File: config.mk
export PLATFORM = sky130hd
export DESIGN_NAME = dct_mac_dsp
export DESIGN_NICKNAME = d
export VERILOG_FILES = /design/src/rtl/dct_mac_pkg.sv /design/src/rtl/dct_mac_delay.sv /design/src/rtl/dct_mac_dsp.sv
export SDC_FILE = /design/constraint.sdc
export NUM_CORES = 1
export LEC_CHECK = 0
export ABC_AREA = 1
export BUFFER_PORTS_ARGS = -buffer_cell sky130_fd_sc_hd__buf_2
export CORE_MARGIN = 3
export CORE_UTILIZATION = 60
export CTS_BUF_LIST = sky130_fd_sc_hd__clkbuf_4 sky130_fd_sc_hd__clkbuf_8
export CTS_CLUSTER_SIZE = 24
export DETAILED_ROUTE_END_ITERATION = 16
export HOLD_SLACK_MARGIN = 0.08
export MAX_ROUTING_LAYER = met4
export PLACE_DENSITY_LB_ADDON = 0.1
export SLEW_MARGIN = 20
export SYNTH_ARGS = -nofsm -noshare
export SYNTH_HDL_FRONTEND = slang
export SYNTH_SLANG_ARGS = --single-unit
export TNS_END_PERCENT = 100
File: constraint.sdc
create_clock -name clk -period 10.7 [get_ports clk]
set_input_delay 0 -clock clk [delete_from_list [all_inputs] [get_ports clk]]
set_output_delay 0 -clock clk [all_outputs]
set_load 0.005 [all_outputs]
File: src/rtl/dct_mac_pkg.sv
// dct_mac shared widths and the stage-4 adder.
// DSP_SAT_EN: stage-4 add saturates instead of wrapping.
package dct_mac_pkg;

  localparam int AW  = 9;
  localparam int BW  = 8;
  localparam int PW  = 24;
  localparam int LAT = 4;
  localparam int ADW = 10;
  localparam int MW  = 18;

  function automatic logic signed [PW-1:0] p_add(
    input logic signed [PW-1:0] x,
    input logic signed [PW-1:0] y
  );
    logic [PW:0] s;
    s = {x[PW-1], x} + {y[PW-1], y};
`ifdef DSP_SAT_EN
    // top two bits disagree only on overflow
    if (s[PW] != s[PW-1])
      return s[PW] ? {1'b1, {(PW-1){1'b0}}}
                   : {1'b0, {(PW-1){1'b1}}};
`endif
    return s[PW-1:0];
  endfunction

endpackage

File: src/rtl/dct_mac_delay.sv
// dct_mac_delay: N-stage flag shift register, sync active-low reset.
// Ports: clk, rst_n, d[W] in, q[W] = d delayed N cycles.
module dct_mac_delay #(
  parameter int N = 3,
  parameter int W = 1
) (
  input  logic         clk,
  input  logic         rst_n,
  input  logic [W-1:0] d,
  output logic [W-1:0] q
);

  logic [N-1:0][W-1:0] sr;

  always_ff @(posedge clk) begin
    if (!rst_n) begin
      sr <= '0;
    end else begin
      sr[0] <= d;
      for (int i = 1; i < N; i++)
        sr[i] <= sr[i-1];
    end
  end

  assign q = sr[N-1];

endmodule

File: src/rtl/dct_mac_dsp.sv
// dct_mac_dsp: 4-stage (A-D)*B accumulate slice for one DCT coefficient.
// Ports: clk, rst_n (sync, low), load, clear, idelay, A, B, rrC, D in;
//   P, odelay_pre1, odelay out. DSP_SAT_EN: saturating P adder.
module dct_mac_dsp
  import dct_mac_pkg::*;
(
  input  logic                 clk,
  input  logic                 rst_n,
  input  logic                 load,
  input  logic                 clear,
  input  logic                 idelay,
  input  logic [AW-1:0]        A,
  input  logic signed [BW-1:0] B,
  input  logic signed [PW-1:0] rrC,
  input  logic [AW-1:0]        D,
  output logic signed [PW-1:0] P,
  output logic                 odelay_pre1,
  output logic                 odelay
);

  logic                  load_d3;
  logic                  clear_d3;
  logic [AW-1:0]         a_q;
  logic [AW-1:0]         d_q;
  logic signed [BW-1:0]  b_q;
  logic signed [BW-1:0]  b_q2;
  logic signed [ADW-1:0] ad_q;
  logic signed [MW-1:0]  m_q;
  logic signed [PW-1:0]  m_ext;
  logic signed [PW-1:0]  base;
  logic signed [PW-1:0]  p_nxt;

  dct_mac_delay #(.N(3), .W(3)) u_ctl (
    .clk   (clk),
    .rst_n (rst_n),
    .d     ({load, clear, idelay}),
    .q     ({load_d3, clear_d3, odelay_pre1})
  );

  dct_mac_delay #(.N(1), .W(1)) u_od (
    .clk   (clk),
    .rst_n (rst_n),
    .d     (odelay_pre1),
    .q     (odelay)
  );

  assign m_ext = {{(PW-MW){m_q[MW-1]}}, m_q};

  // load+clear starts from zero, load alone from rrC
  always_comb begin
    base = P;
    if (load_d3)
      base = clear_d3 ? '0 : rrC;
    p_nxt = p_add(base, m_ext);
  end

  always_ff @(posedge clk) begin
    if (!rst_n) begin
      a_q  <= '0;
      d_q  <= '0;
      b_q  <= '0;
      b_q2 <= '0;
      ad_q <= '0;
      m_q  <= '0;
      P    <= '0;
    end else begin
      a_q  <= A;
      d_q  <= D;
      b_q  <= B;
      ad_q <= $signed({1'b0, a_q}) - $signed({1'b0, d_q});
      b_q2 <= b_q;
      m_q  <= ad_q * b_q2;
      P    <= p_nxt;
    end
  end

endmodule

## After elaboration in Yosys (flattened, before gate mapping)

Index checks and enable logic that the tools add are counted.

- Bits in registers: 96
- Input port bits: 55
- Word-level logic and storage cells: 16
- Output and inout bits: 26

- Muxes and demuxes: 2
- Add/sub/neg operators: 2
- Multipliers: 1

Operators with widths:

| kind | number |
|---|---|
| 24-bit 2-to-1 mux | 2 |
| 24-bit by 18-bit adder with 24-bit output | 1 |
| 10-bit by 8-bit multiplier with 18-bit output | 1 |
| 9-bit by 9-bit subtractor with 10-bit output | 1 |

## Depth between registers and ports, before layout

Gate-level depths: netlist of the first run.

- Depth in word-level cells: 3
- Gate-level depth with buffers: 23
- Gate-level depth less buffers: 22

## Cells and area by module

A second synthesis of the first run with hierarchy kept.

- Cells, all modules: 1194
- Area, all modules: 8180.3 um^2

Modules (own cells, without submodules):

| module | cells each | seq. area each (um^2) | times used | area an instance (um^2) |
|---|---|---|---|---|
| dct_mac_dsp | 1160 | 1721.7 | 1 | 7871.3 |
| dct_mac_delay (u_ctl) | 31 | 180.2 | 1 | 281.5 |
| dct_mac_delay (u_od) | 3 | 20.0 | 1 | 27.5 |

## Least setup slack after synthesis of the first run

No wires, ideal clock.

- Path kind: register -> register
- Start point: register b_q2[7]
- End point: register m_q[14]
- Path buffers: 1
- Arrival: 3.979 ns
- Path slack: 6.608 ns
- Clock period less this slack: 4.092 ns
- Cell stages (with the launch flop): 20
- Required time: 10.587 ns
- Library setup time: 0.113 ns
- Cell sequence: dfxtp_1 > inv_1 > clkbuf_1 > or2_2 > fa_1 > fa_1 > inv_1 > fa_1 > inv_1 > fa_1 > inv_1 > ha_1 > a21oi_1 > nand2_1 > nand3_1 > nand2_1 > nand2_1 > nand2_1 > nor2_1 > nor2_1

- Word-level cells in the longest chain between the ends: 1

RTL lines:

| what | line | source |
|---|---|---|
| start, declared | dct_mac_dsp.sv:26 | `logic signed [BW-1:0] b_q2;` |
| start signal, assigned | dct_mac_dsp.sv:71 | `b_q2 <= b_q;` |
| 10-bit by 8-bit multiplier with 18-bit output | dct_mac_dsp.sv:72 | `m_q <= ad_q * b_q2;` |
| end signal, assigned | dct_mac_dsp.sv:72 |  |
| end, declared | dct_mac_dsp.sv:28 | `logic signed [MW-1:0] m_q;` |

Every way passes these cells.
A chain may end at the register's enable or synchronous reset.

## Worst setup path in the final report of the first run

Ends and elaborated chain as after synthesis.

==> impl_results.md, run 1 <==
* Outcome: finished clean
* Setup Crit Path Kind: flip-flop to flip-flop
* Yosys reg bits at 96
* Pwr per Cell Area at 114 nW/um^2
* Number of cells in the design after placement at 1390
* Critical path capture point type: flip-flop
* Effective utilization at floorplan at 62.6%
* Hold buffer count at cts at 31
* Maxcap violations at 0
* Post-synth top flop: dfxtp_1
* Proportion of synthesized chip area in sequential cells at 23.8%
* Share of the synthesized area in the top cell type at 23.8%
* Static Leak at 5.58 nW
* Area of the die at 14900 sq um
* DRC violation count after routing at 0
* Share of the clock period used by the worst path at 40.2%
* Diode count at 0
* Overall track demand over capacity in global routing at 27.4%
* Most frequent cell after synthesis: nand2_1
* Final non-filler cell area at 9060 sq um
* WL/cell at 12.9 microns
* Synthesized net count at 1358
* Delay of the slowest cell on the worst path at 0.54 ns
* Number of buffers created by CTS at 9
* Core outline area at 12900 sq um
* Number of antenna-violating nets in the routed design at 0
* Share of post-route cells with drive strength above 1 at 9.41%
* Cell area after technology mapping at 8060 sq um
* Initial DRT Pass Iterations at 5
* Vias in the first global route at 6687
* Cell mode on critical path: nand2_1
* Clk_skew at 0.0175 ns
* Critical Path RT at 11.02 ns
* Sum of overflow across all layers after global routing at 0
* Post_cts resized at 0
* Time the worst path needs with I/O delays and setup at 4.30 ns
* Post-place instance area at 8560 sq um
* Slew HR at 29.1%
* Number of enable-type register cells in the synthesized netlist at 0
* Worst Max-Slew Pin Slew at 1.06 ns
* Worst Path Arrival at 4.62 ns
* Post-CTS Setup Bufs at 0
* Vias per std cell at 4.89
* Half-perimeter wire length after detailed placement at 14500 microns
* Num ports at 81
* Site Rows at 41
* RD Place Congestion at 0.921
* Total number of vias at 7034
* Number of H-tree levels at 3
* Category of cells accounting for the largest share of critical-path delay: adder cells
* Number of distinct library cell variants in the gate-level netlist after synthesis at 30
* Critical-path cell list: inv_1 > or2_2 > fa_1 > fa_1 > inv_1 > fa_1 > inv_1 > fa_1 > inv_1 > ha_1 > a21oi_1 > nand2_1 > nand3_1 > nand2_1 > nand2_1 > nand2_1 > nand2_1 > nand2_1 > nor2_1
* Number of antenna violations at the first check in global routing at 0
* Die span in x at 122 microns
* Master of the slowest instance on the critical path: fa_1
* Kind of path behind the tightest hold check: input pin to flip-flop
* Pin count of the biggest net entering global routing at 90
* Top cells by area in the synthesized netlist: dfxtp_1 (24%), fa_1 (17%), nand2_1 (16%), inv_1 (14%), ha_1 (10%)
* Final hold vios at 0
* Worst IR drop on VDD at 0.0981 mV
* Sinks on Clock Net at 96
* PortBufs at 80
* Crit Path Max Fanout at 11
* Number of buffers on the longest clock path at 2
* Number of failing setup endpoints in the final timing report at 0
* Maximum operating frequency at 233 MHz
* Total count of max-transition violations in the final report at 0
* Clock input transition at the sequential cells of the worst setup and hold paths at 0.12 ns
* Detailed-route wire length at 18600 microns
* Synth async-reset ratio at 0%
* TritonCTS clock tree: yes
* Total chip power at 1.03 mW
* Final sum of negative setup slack at 0 ns
* Ys Warns at 0
* Number of buffers and inverters on the critical path at 4
* RSZ-0062 raised after global routing: false
* Category of the worst setup path launch point: flip-flop
* Top cells by count, synth: nand2_1 (340), inv_1 (310), dfxtp_1 (96)
* Clk Latency, worst-skew pair at 0.39 ns
* Vertical die dimension at 122 microns
* Largest area contributor in the synthesized netlist: dfxtp_1
* Mean area per synthesized cell at 6.90 sq um
* Final Instance Count excl. Fillers at 1437
* Worst hold margin at 0.168 ns
* Wire length of the first global-routing pass at 31000 microns
* Cell count after synthesis at 1169
* Synthesis-to-finish area growth at 12.3%
* Total Nets Final at 1449
* Clk Tree Root Cell: clkbuf_8
* Initial DRC count at 576
## registers in the layout, summed over array words and instances (netlist names)
signal and count:
b_q2 8, u_ctl.q 3, a_q 9, d_q 9, u_ctl.sr 6, u_od.q 1, ad_q 10, b_q 8
P 24, m_q 18
## path summary, 6_finish.rpt
check	start	to	slack, ns	depth (start not counted)
setup reg to reg	b_q2[7]$_SDFF_PN0_	m_q[14]$_SDFF_PN0_	6.40	19
setup / recovery	b_q2[7]$_SDFF_PN0_	m_q[14]$_SDFF_PN0_	6.40	19
hold reg to reg	b_q[3]$_SDFF_PN0_	b_q2[3]$_SDFF_PN0_	0.42	2
hold / removal	rrC[3]	P[3]$_SDFF_PN0_	0.17	4
## layout by cell type, fill, tap and decap left out, drive strengths merged, types with 2 or more instances in the layout
cell	n
ha	65
clkbuf	9
a21o	2
a21oi	55
fa	69
clkinv	2
dlygate4sd3	31
nand3	36
buf	81
dfxtp	96
or2	3
a22o	23
nand3b	4
nor2	81
o21bai	3
nor3	3
o21a	4
nand4	5
inv	315
o21ai	23
nand2	347
and2	2
xnor2	2
## stage by stage
step | util, % | setup WS, ns
finish | 70.3 | 6.40
global placement | 66.5 | 6.48
CTS | 70.3 | 6.39
detailed placement | 66.5 | 6.41
floorplan | - | 6.61
global route | 70.3 | 6.07
## worst reg2reg max path, stage by stage (launching register included)
cell	delay [ns]
dfxtp_1	0.32
inv_1	0.16
or2_2	0.35
fa_1	0.51
fa_1	0.54
inv_1	0.06
fa_1	0.53
inv_1	0.05
fa_1	0.53
inv_1	0.04
ha_1	0.34
a21oi_1	0.16
nand2_1	0.13
nand3_1	0.10
nand2_1	0.08
nand2_1	0.07
nand2_1	0.06
nand2_1	0.05
nand2_1	0.05
nor2_1	0.11
## kinds of logic after synthesis
| group | Yosys count | share of synthesized area, % |
|---|---|---|
| xor gates and xnor gates | 3 | 0.326 |
| and+or+nand+nor | 481 | 24.2 |
| AOI/OAI and AO/OA | 112 | 8.36 |
| buffers and inverters | 343 | 16.0 |
| adders and majority gates | 134 | 27.2 |
| DFF | 96 | 23.8 |
## where the power goes
part	switching, mW	internal, mW	leakage [nW]
logic	0.216	0.148	4.69
registers	0.0331	0.397	0.792
clock network	0.145	0.0895	0.0940
## routing by layer
metal  track usage (%)  part of all wire (%)  wire length (microns)
met5                 -                     0                      0
met4              11.4                   3.6                    674
met3              6.04                   7.8                   1460
met2              40.6                    43                   7940
met1              36.4                    46                   8530
## area by class of cell
class,count,area (sq um)
Timing Repair Buffer,112,718
Multi-Input combinational cell,730,4850
Sequential cell,96,1920
Clock buffer,9,124
Fill cell,1102,3820
Clock inverter,7,61.3
Tap cell,172,215
Inverter,311,1170
(Power assumes the default switching activity.)
==> inputs of run 2 (changes only) <==
--- a/config.mk
+++ b/config.mk
@@ -8,7 +8,7 @@
 export ABC_AREA = 1
 export BUFFER_PORTS_ARGS = -buffer_cell sky130_fd_sc_hd__buf_2
 export CORE_MARGIN = 3
-export CORE_UTILIZATION = 60
+export CORE_UTILIZATION = 56
 export CTS_BUF_LIST = sky130_fd_sc_hd__clkbuf_4 sky130_fd_sc_hd__clkbuf_8
 export CTS_CLUSTER_SIZE = 24
 export DETAILED_ROUTE_END_ITERATION = 16
==> constraint.sdc (replaced) <==
create_clock -name clk -period 3.65 [get_ports clk]
set_input_delay 0 -clock clk [delete_from_list [all_inputs] [get_ports clk]]
set_output_delay 0 -clock clk [all_outputs]
set_load 0.005 [all_outputs]
==> run 2 against run 1 <==
Compared with the run above: the flow now finishes with violations (setup timing); clock skew decreased by 0.0058 ns; sequential share of layout area decreased by 1.3 points; routed wire length increased by 0.63%; count of clock-buffer cells in the layout increased by 1; non-clock buffer count grew 47; worst hold slack got worse by 0.023 ns; register-to-register slack got worse by 6.7 ns; highest routed layer unchanged.
==> impl_results.md, run 2 (synthesis gave the netlist of run 1 again) <==
* Initial DRT Pass Iterations at 7 (was 5)
* Crit Path Max Fanout at 5 (was 11)
* Number of antenna-violating nets in the routed design at 0 (unchanged)
* Diode count at 0 (unchanged)
* Outcome: finished, violations left (was finished clean)
* Number of failing setup endpoints in the final timing report at 11 (was 0)
* Clk_skew at 0.0117 ns (was 0.0175 ns)
* End of the worst hold path: P[1]$_SDFF_PN0_ (was P[3]$_SDFF_PN0_)
* Sum of overflow across all layers after global routing at 0 (unchanged)
* Post-place setup slack at -0.412 ns (was 6.41 ns)
* Static Leak at 5.84 nW (was 5.58 nW)
* Finished Core Util at 70.0% (was 70.3%)
* Vertical die dimension at 126 microns (was 122 microns)
* Number of H-tree levels at 3 (unchanged)
* Total number of vias at 7078 (was 7034)
* Share of the clock period used by the worst path at 110% (was 40.2%)
* Maxcap violations at 0 (unchanged)
* Launch point of the worst reg-to-reg path: b_q2[7]$_SDFF_PN0_ (unchanged)
* Clk Tree Root Cell: clkbuf_8 (unchanged)
* Number of antenna violations at the first check in global routing at 0 (unchanged)
* Violations in the final reports: setup timing
* Setup slack after layout at -0.348 ns (was 6.40 ns)
* Initial DRC count at 376 (was 576)
* Core outline area at 14000 sq um (was 12900 sq um)
* Pwr per Cell Area at 323 nW/um^2 (was 114 nW/um^2)
* Hold depth at 5 (was 4)
* Worst Path Arrival at 4.28 ns (was 4.62 ns)
* Vias per std cell at 4.74 (was 4.89)
* Site Rows at 43 (was 41)
* Final Instance Count excl. Fillers at 1493 (was 1437)
* Overall track demand over capacity in global routing at 25.6% (was 27.4%)
* Kind of path behind the tightest hold check: input pin to flip-flop (unchanged)
* Most common cell after layout, fill and taps aside: nand2_1 (unchanged)
* Clk Latency, worst-skew pair at 0.39 ns (about the same)
* Terminus of the critical flop-to-flop path: m_q[16]$_SDFF_PN0_ (was m_q[14]$_SDFF_PN0_)
* Effective utilization at floorplan at 57.6% (was 62.6%)
* Num ports at 81 (unchanged)
* Vias in the first global route at 6975 (was 6687)
* RSZ-0062 raised after global routing: true (was false)
* Number of buffers created by CTS at 9 (unchanged)
* Worst Max-Slew Pin Slew at 0.886 ns (was 1.06 ns)
* Critical path capture point type: flip-flop (unchanged)
* Wire length of the first global-routing pass at 32000 microns (was 31000 microns)
* Total count of max-transition violations in the final report at 0 (unchanged)
* Sinks on Clock Net at 96 (unchanged)
* Category of the worst setup path launch point: flip-flop (unchanged)
* Commonest non-fill, non-tap cells in the layout: nand2_1 (332), inv_1 (300), dfxtp_1 (82) (was nand2_1 (340), inv_1 (310), dfxtp_1 (96))
* Flop2flop setup slack at -0.35 ns (was 6.40 ns)
* Setup Crit Path Kind: flip-flop to flip-flop (unchanged)
* Area of the die at 15900 sq um (was 14900 sq um)
* Most flop-heavy register: P (unchanged)
* Maximum operating frequency at 250 MHz (was 233 MHz)
* Slew HR at 40.9% (was 29.1%)
* DRC violation count after routing at 0 (unchanged)
* Total Nets Final at 1497 (was 1449)
* Number of flip-flops in the largest register at 24 (unchanged)
* Share of post-route cells with drive strength above 1 at 17.8% (was 9.41%)
* PortBufs at 80 (unchanged)
* Register-to-Register Path Depth at 16 (was 19)
* Final hold vios at 0 (unchanged)
* Synthesis-to-finish area growth at 21.5% (was 12.3%)
* Number of buffers on the longest clock path at 2 (unchanged)
* WL/cell at 12.5 microns (was 12.9 microns)
* Largest registers: P x24, m_q x18, ad_q x10 (unchanged)
* Pin count of the biggest net entering global routing at 56 (was 90)
* Critical Path RT at 3.93 ns (was 11.02 ns)
* Worst IR drop on VDD at 0.338 mV (was 0.0981 mV)
* Clock input transition at the sequential cells of the worst setup and hold paths at 0.09 ns (was 0.12 ns)
* Number of cells in the design after placement at 1440 (was 1390)
* Time the worst path needs with I/O delays and setup at 4.00 ns (was 4.30 ns)
* TritonCTS clock tree: yes (unchanged)
* Detailed-route wire length at 18700 microns (was 18600 microns)
* Die span in x at 126 microns (was 122 microns)
* Half-perimeter wire length after detailed placement at 14600 microns (was 14500 microns)
* RD Place Congestion at 0.919 (was 0.921)
* Hold_sp: rrC[1] (was rrC[3])
## run 2: changes by cell type in the layout (fill, tap and decap cells not counted), moves of 7 or more
cell | before | now
dfxtp_1 | 96 | 82
a21oi_1 | 55 | 48
buf_4 | 1 | 44
ha_4 | 0 | 10
ha_1 | 65 | 55
nand2_1 | 340 | 332
nor2_1 | 72 | 62
inv_1 | 310 | 300
dfxtp_2 | 0 | 9
inv_2 | 1 | 9
## run 2: stage by stage
step                      TNS [ns]  power, mW  hold WS [ns]  area (sq um)
after global routing         -4.86       3.41         0.177          9790
after floorplan             -0.187       2.08        0.0935          8250
after CTS                    -2.66       3.15         0.137          9630
final                        -2.65       3.16         0.145          9790
after detailed placement     -3.40       2.43         0.184          9030
after global placement       -2.46       2.41         0.179          9030
## run 2: worst max-delay path by stage
stage                                   from            endpoint  slack (ns)  depth (start not counted)
final                     b_q2[7]$_SDFF_PN0_  m_q[16]$_SDFF_PN0_       -0.35                         16
after global routing      b_q2[7]$_SDFF_PN0_  m_q[14]$_SDFF_PN0_       -0.56                         20
after CTS                 b_q2[7]$_SDFF_PN0_  m_q[17]$_SDFF_PN0_       -0.33                         14
after detailed placement  b_q2[7]$_SDFF_PN0_  m_q[14]$_SDFF_PN0_       -0.41                         20
after global placement    b_q2[7]$_SDFF_PN0_  m_q[14]$_SDFF_PN0_       -0.31                         20
after floorplan           ad_q[9]$_SDFF_PN0_  m_q[16]$_SDFF_PN0_       -0.08                         19
## run 2: repair_timing
item / CTS / global route
setup buffers: 2 / 4
endpoints found under the setup margin: 11 / 11
hold buffers: 31 / 0
endpoints found under the hold margin: 31 / 0
cloned: 1 / 0
pin swaps: 5 / 19
resized for setup: 32 / 31
## run 2: routing by layer
layer / track usage (%) / vias up / routed length, microns
li1: - / 3725 / -
met1: 31.7 / 3202 / 8470
met2: 43.7 / 128 / 9230
met3: 4.58 / 23 / 675
met4: 6.06 / 0 / 346
met5: - / - / 0
## run 2: area by class of cell
| cell class | count | area (sq um) |
|---|---|---|
| timing repair buffer | 159 | 1100 |
| inverter | 311 | 1170 |
| fill | 1188 | 4200 |
| clock buffer | 10 | 131 |
| multi-input combinational | 730 | 5150 |
| clock inverter | 6 | 52.6 |
| tap | 180 | 225 |
| sequential | 96 | 1950 |
| timing repair inverter | 1 | 7.51 |
## run 2: report_power, final
group          total, mW  internal, mW  switching, mW
Clock              0.670         0.267          0.402
Sequential          1.25          1.17         0.0857
Combinational       1.24         0.543          0.697
Total               3.16          1.98           1.18
## run 2: critical path: stages (launching register included)
cell        delay, ns
dfxtp_4          0.38
clkinvlp_4       0.13
buf_4            0.16
or2_4            0.22
fa_1             0.51
fa_1             0.52
fa_1             0.52
fa_1             0.53
inv_1            0.06
ha_4             0.30
inv_1            0.05
nor3_2           0.13
nand4_1          0.11
nand3_1          0.12
nand2_1          0.06
nand2_1          0.05
nor2_1           0.04
==> inputs of run 3 (changes only) <==
--- a/config.mk
+++ b/config.mk
@@ -7,8 +7,9 @@
 export LEC_CHECK = 0
 export ABC_AREA = 1
 export BUFFER_PORTS_ARGS = -buffer_cell sky130_fd_sc_hd__buf_2
+export CORE_ASPECT_RATIO = 0.6
 export CORE_MARGIN = 3
-export CORE_UTILIZATION = 56
+export CORE_UTILIZATION = 50
 export CTS_BUF_LIST = sky130_fd_sc_hd__clkbuf_4 sky130_fd_sc_hd__clkbuf_8
 export CTS_CLUSTER_SIZE = 24
 export DETAILED_ROUTE_END_ITERATION = 16
==> run 3 against run 2 <==
Compared with the run above: the run still ends with setup timing left; combinational power rose by 13%; die area rose by 12%; maximum frequency rose by 0.77%; critical path depth rose by 3; worst hold slack improved by 0.011 ns; sequential power barely moved; cell area rose by 3.9%; clock skew rose by 0.0084 ns; utilization fell by 4.6 points; routed wire length rose by 15%; highest routed layer unchanged.
==> impl_results.md, run 3 (synthesis gave the netlist of run 1 again) <==
* Number of flip-flops in the largest register at 24 (unchanged)
* Violations in the final reports: setup timing (unchanged)
* PortBufs at 80 (unchanged)
* Clk_skew at 0.0201 ns (was 0.0117 ns)
* Commonest non-fill, non-tap cells in the layout: nand2_1 (324), inv_1 (282), dfxtp_1 (80), buf_2 (80), fa_1 (64) (was nand2_1 (332), inv_1 (300), dfxtp_1 (82))
* TritonCTS clock tree: yes (unchanged)
* Number of buffers on the longest clock path at 2 (unchanged)
* Total count of max-transition violations in the final report at 0 (unchanged)
* Setup slack after layout at -0.317 ns (was -0.348 ns)
* Worst Max-Slew Pin Slew at 0.780 ns (was 0.886 ns)
* Vertical die dimension at 104 microns (was 126 microns)
* Number of antenna-violating nets in the routed design at 0 (unchanged)
* Sum of overflow across all layers after global routing at 0 (unchanged)
* Sinks on Clock Net at 96 (unchanged)
* Maxcap violations at 0 (unchanged)
* Final Instance Count excl. Fillers at 1525 (was 1493)
* Total Nets Final at 1506 (was 1497)
* Pin count of the biggest net entering global routing at 48 (was 56)
* Crit Path Max Fanout at 7 (was 5)
* Count of filler cells inserted in the layout at 1407 (was 1188)
* Site Rows at 35 (was 43)
* Critical Path RT at 3.93 ns (about the same)
* Post-place instance area at 9160 sq um (was 9030 sq um)
* RD Place Congestion at 0.970 (was 0.919)
* Final hold vios at 0 (unchanged)
* Number of cells in the design after placement at 1468 (was 1440)
* Worst Path Arrival at 4.24 ns (was 4.28 ns)
* Most common cell after layout, fill and taps aside: nand2_1 (unchanged)
* Final non-filler cell area at 10200 sq um (was 9790 sq um)
* Detailed-route wire length at 21500 microns (was 18700 microns)
* Critical path capture point type: flip-flop (unchanged)
* Delay of the slowest cell on the worst path at 0.52 ns (was 0.53 ns)
* Category of the worst setup path launch point: flip-flop (unchanged)
* Setup Crit Path Kind: flip-flop to flip-flop (unchanged)
* Wire length of the first global-routing pass at 34500 microns (was 32000 microns)
* Area occupied by multi-input gates at 5340 sq um (was 5150 sq um)
* Worst hold margin at 0.156 ns (was 0.145 ns)
* Number of antenna violations at the first check in global routing at 0 (unchanged)
* Time the worst path needs with I/O delays and setup at 3.97 ns (was 4.00 ns)
* Clk Latency, worst-skew pair at 0.38 ns (was 0.39 ns)
* Total number of vias at 7266 (was 7078)
* Synthesis-to-finish area growth at 26.1% (was 21.5%)
* Cell mode on critical path: fa_1 (unchanged)
* Worst IR drop on VDD at 0.256 mV (was 0.338 mV)
* Category of cells accounting for the largest share of critical-path delay: adder cells (unchanged)
* Vias per std cell at 4.76 (was 4.74)
* Largest registers: P x24, m_q x18, ad_q x10 (unchanged)
* Number of buffers and inverters on the critical path at 6 (was 4)
* Pwr per Cell Area at 337 nW/um^2 (was 323 nW/um^2)
* Clock input transition at the sequential cells of the worst setup and hold paths at 0.11 ns (was 0.09 ns)
* Number of buffers created by CTS at 9 (unchanged)
* Sequential cell area in the final layout at 1950 sq um (about the same)
* Post-place setup slack at -0.441 ns (was -0.412 ns)
* Clk Tree Root Cell: clkbuf_8 (unchanged)
* Number of H-tree levels at 3 (unchanged)
* Maximum operating frequency at 252 MHz (was 250 MHz)
* Diode count at 0 (unchanged)
* Num ports at 81 (unchanged)
* DRC violation count after routing at 0 (unchanged)
* Static Leak at 5.93 nW (was 5.84 nW)
* Initial DRC count at 563 (was 376)
* Die span in x at 170 microns (was 126 microns)
* RSZ-0062 raised after global routing: true (unchanged)
* Outcome: finished, violations left (unchanged)
* Slew HR at 48.0% (was 40.9%)
* Number of failing setup endpoints in the final timing report at 11 (unchanged)
* Most flop-heavy register: P (unchanged)
* Core outline area at 15500 sq um (was 14000 sq um)
* WL/cell at 14.1 microns (was 12.5 microns)
* Effective utilization at floorplan at 51.9% (was 57.6%)
* Overall track demand over capacity in global routing at 25.4% (was 25.6%)
* Share of post-route cells with drive strength above 1 at 21.9% (was 17.8%)
* Vias in the first global route at 6666 (was 6975)
* Half-perimeter wire length after detailed placement at 17000 microns (was 14600 microns)
* Total chip power at 3.43 mW (was 3.16 mW)
* Share of the clock period used by the worst path at 109% (was 110%)
* Critical-path cell list: clkinv_4 > buf_4 > or2_4 > fa_1 > fa_1 > inv_1 > fa_1 > inv_1 > fa_1 > inv_2 > ha_4 > buf_4 > nand2_4 > nor2_4 > nand3_2 > nand2_2 > nand2_1 > nand2_1 > nor2_1 (was clkinvlp_4 > buf_4 > or2_4 > fa_1 > fa_1 > fa_1 > fa_1 > inv_1 > ha_4 > inv_1 > nor3_2 > nand4_1 > nand3_1 > nand2_1 > nand2_1 > nor2_1)
* Kind of path behind the tightest hold check: input pin to flip-flop (unchanged)
* Master of the slowest instance on the critical path: fa_1 (unchanged)
* Area of the die at 17700 sq um (was 15900 sq um)
* Initial DRT Pass Iterations at 5 (was 7)
## run 3: worst reg2reg max path: stages, from the launching register on
cell and delay (ns):
dfxtp_2 0.37, clkinv_4 0.09, buf_4 0.14, or2_4 0.22, fa_1 0.48, fa_1 0.52, inv_1 0.05, fa_1 0.47
inv_1 0.05, fa_1 0.52, inv_2 0.05, ha_4 0.30, buf_4 0.13, nand2_4 0.05, nor2_4 0.12, nand3_2 0.09
nand2_2 0.09, nand2_1 0.05, nand2_1 0.05, nor2_1 0.04
## run 3: layout make-up
| class | count | share of cell area, % |
|---|---|---|
| well taps | 203 | 2.50 |
| repair buffers | 169 | 12.1 |
| flip-flops and latches | 96 | 19.2 |
| clock inverters | 7 | 0.984 |
| clock buffers | 9 | 1.22 |
| inverters | 311 | 11.6 |
| multi-input cells | 730 | 52.5 |
## run 3: layer usage
metal | GRT usage [%] | vias up | part of all wire, %
met4 | 2.95 | 0 | 0.51
met5 | - | - | 0
met3 | 7.33 | 11 | 9.5
met1 | 41.4 | 3271 | 54
met2 | 31.1 | 237 | 36
li1 | - | 3747 | -
## run 3: repair_timing
item | 4_1_cts | 5_1_grt
setup buffers | 4 | 7
hold endpoints to repair | 31 | 0
hold buffers | 31 | 0
gates resized for setup | 40 | 83
gates cloned | 0 | 0
endpoints found under the setup margin | 11 | 11
pin swaps | 12 | 61
## run 3: path summary, 6_finish.rpt
kind                            slack [ns]  cells after the start                from            endpoint
worst max-delay path                 -0.32                     19  b_q2[7]$_SDFF_PN0_  m_q[17]$_SDFF_PN0_
worst max register to register       -0.32                     19  b_q2[7]$_SDFF_PN0_  m_q[17]$_SDFF_PN0_
worst min-delay path                  0.16                      5              rrC[1]     P[1]$_SDFF_PN0_
worst min register to register        0.41                      2   b_q[6]$_SDFF_PN0_  b_q2[6]$_SDFF_PN0_
## run 3: report_power, final
| part | leakage, nW | switching [mW] | internal, mW |
|---|---|---|---|
| Combinational | 5.02 | 0.809 | 0.593 |
| Sequential | 0.798 | 0.0793 | 1.17 |
| Clock | 0.112 | 0.444 | 0.340 |
| Total | 5.93 | 1.33 | 2.10 |
## run 3: per-stage QoR
stage                     setup TNS (ns)  util [%]
after floorplan                   -0.187         -
after global placement             -3.14      58.9
after detailed placement           -3.65      58.9
after global routing               -3.87      65.4
final                              -2.39      65.4
after CTS                          -2.11      63.2
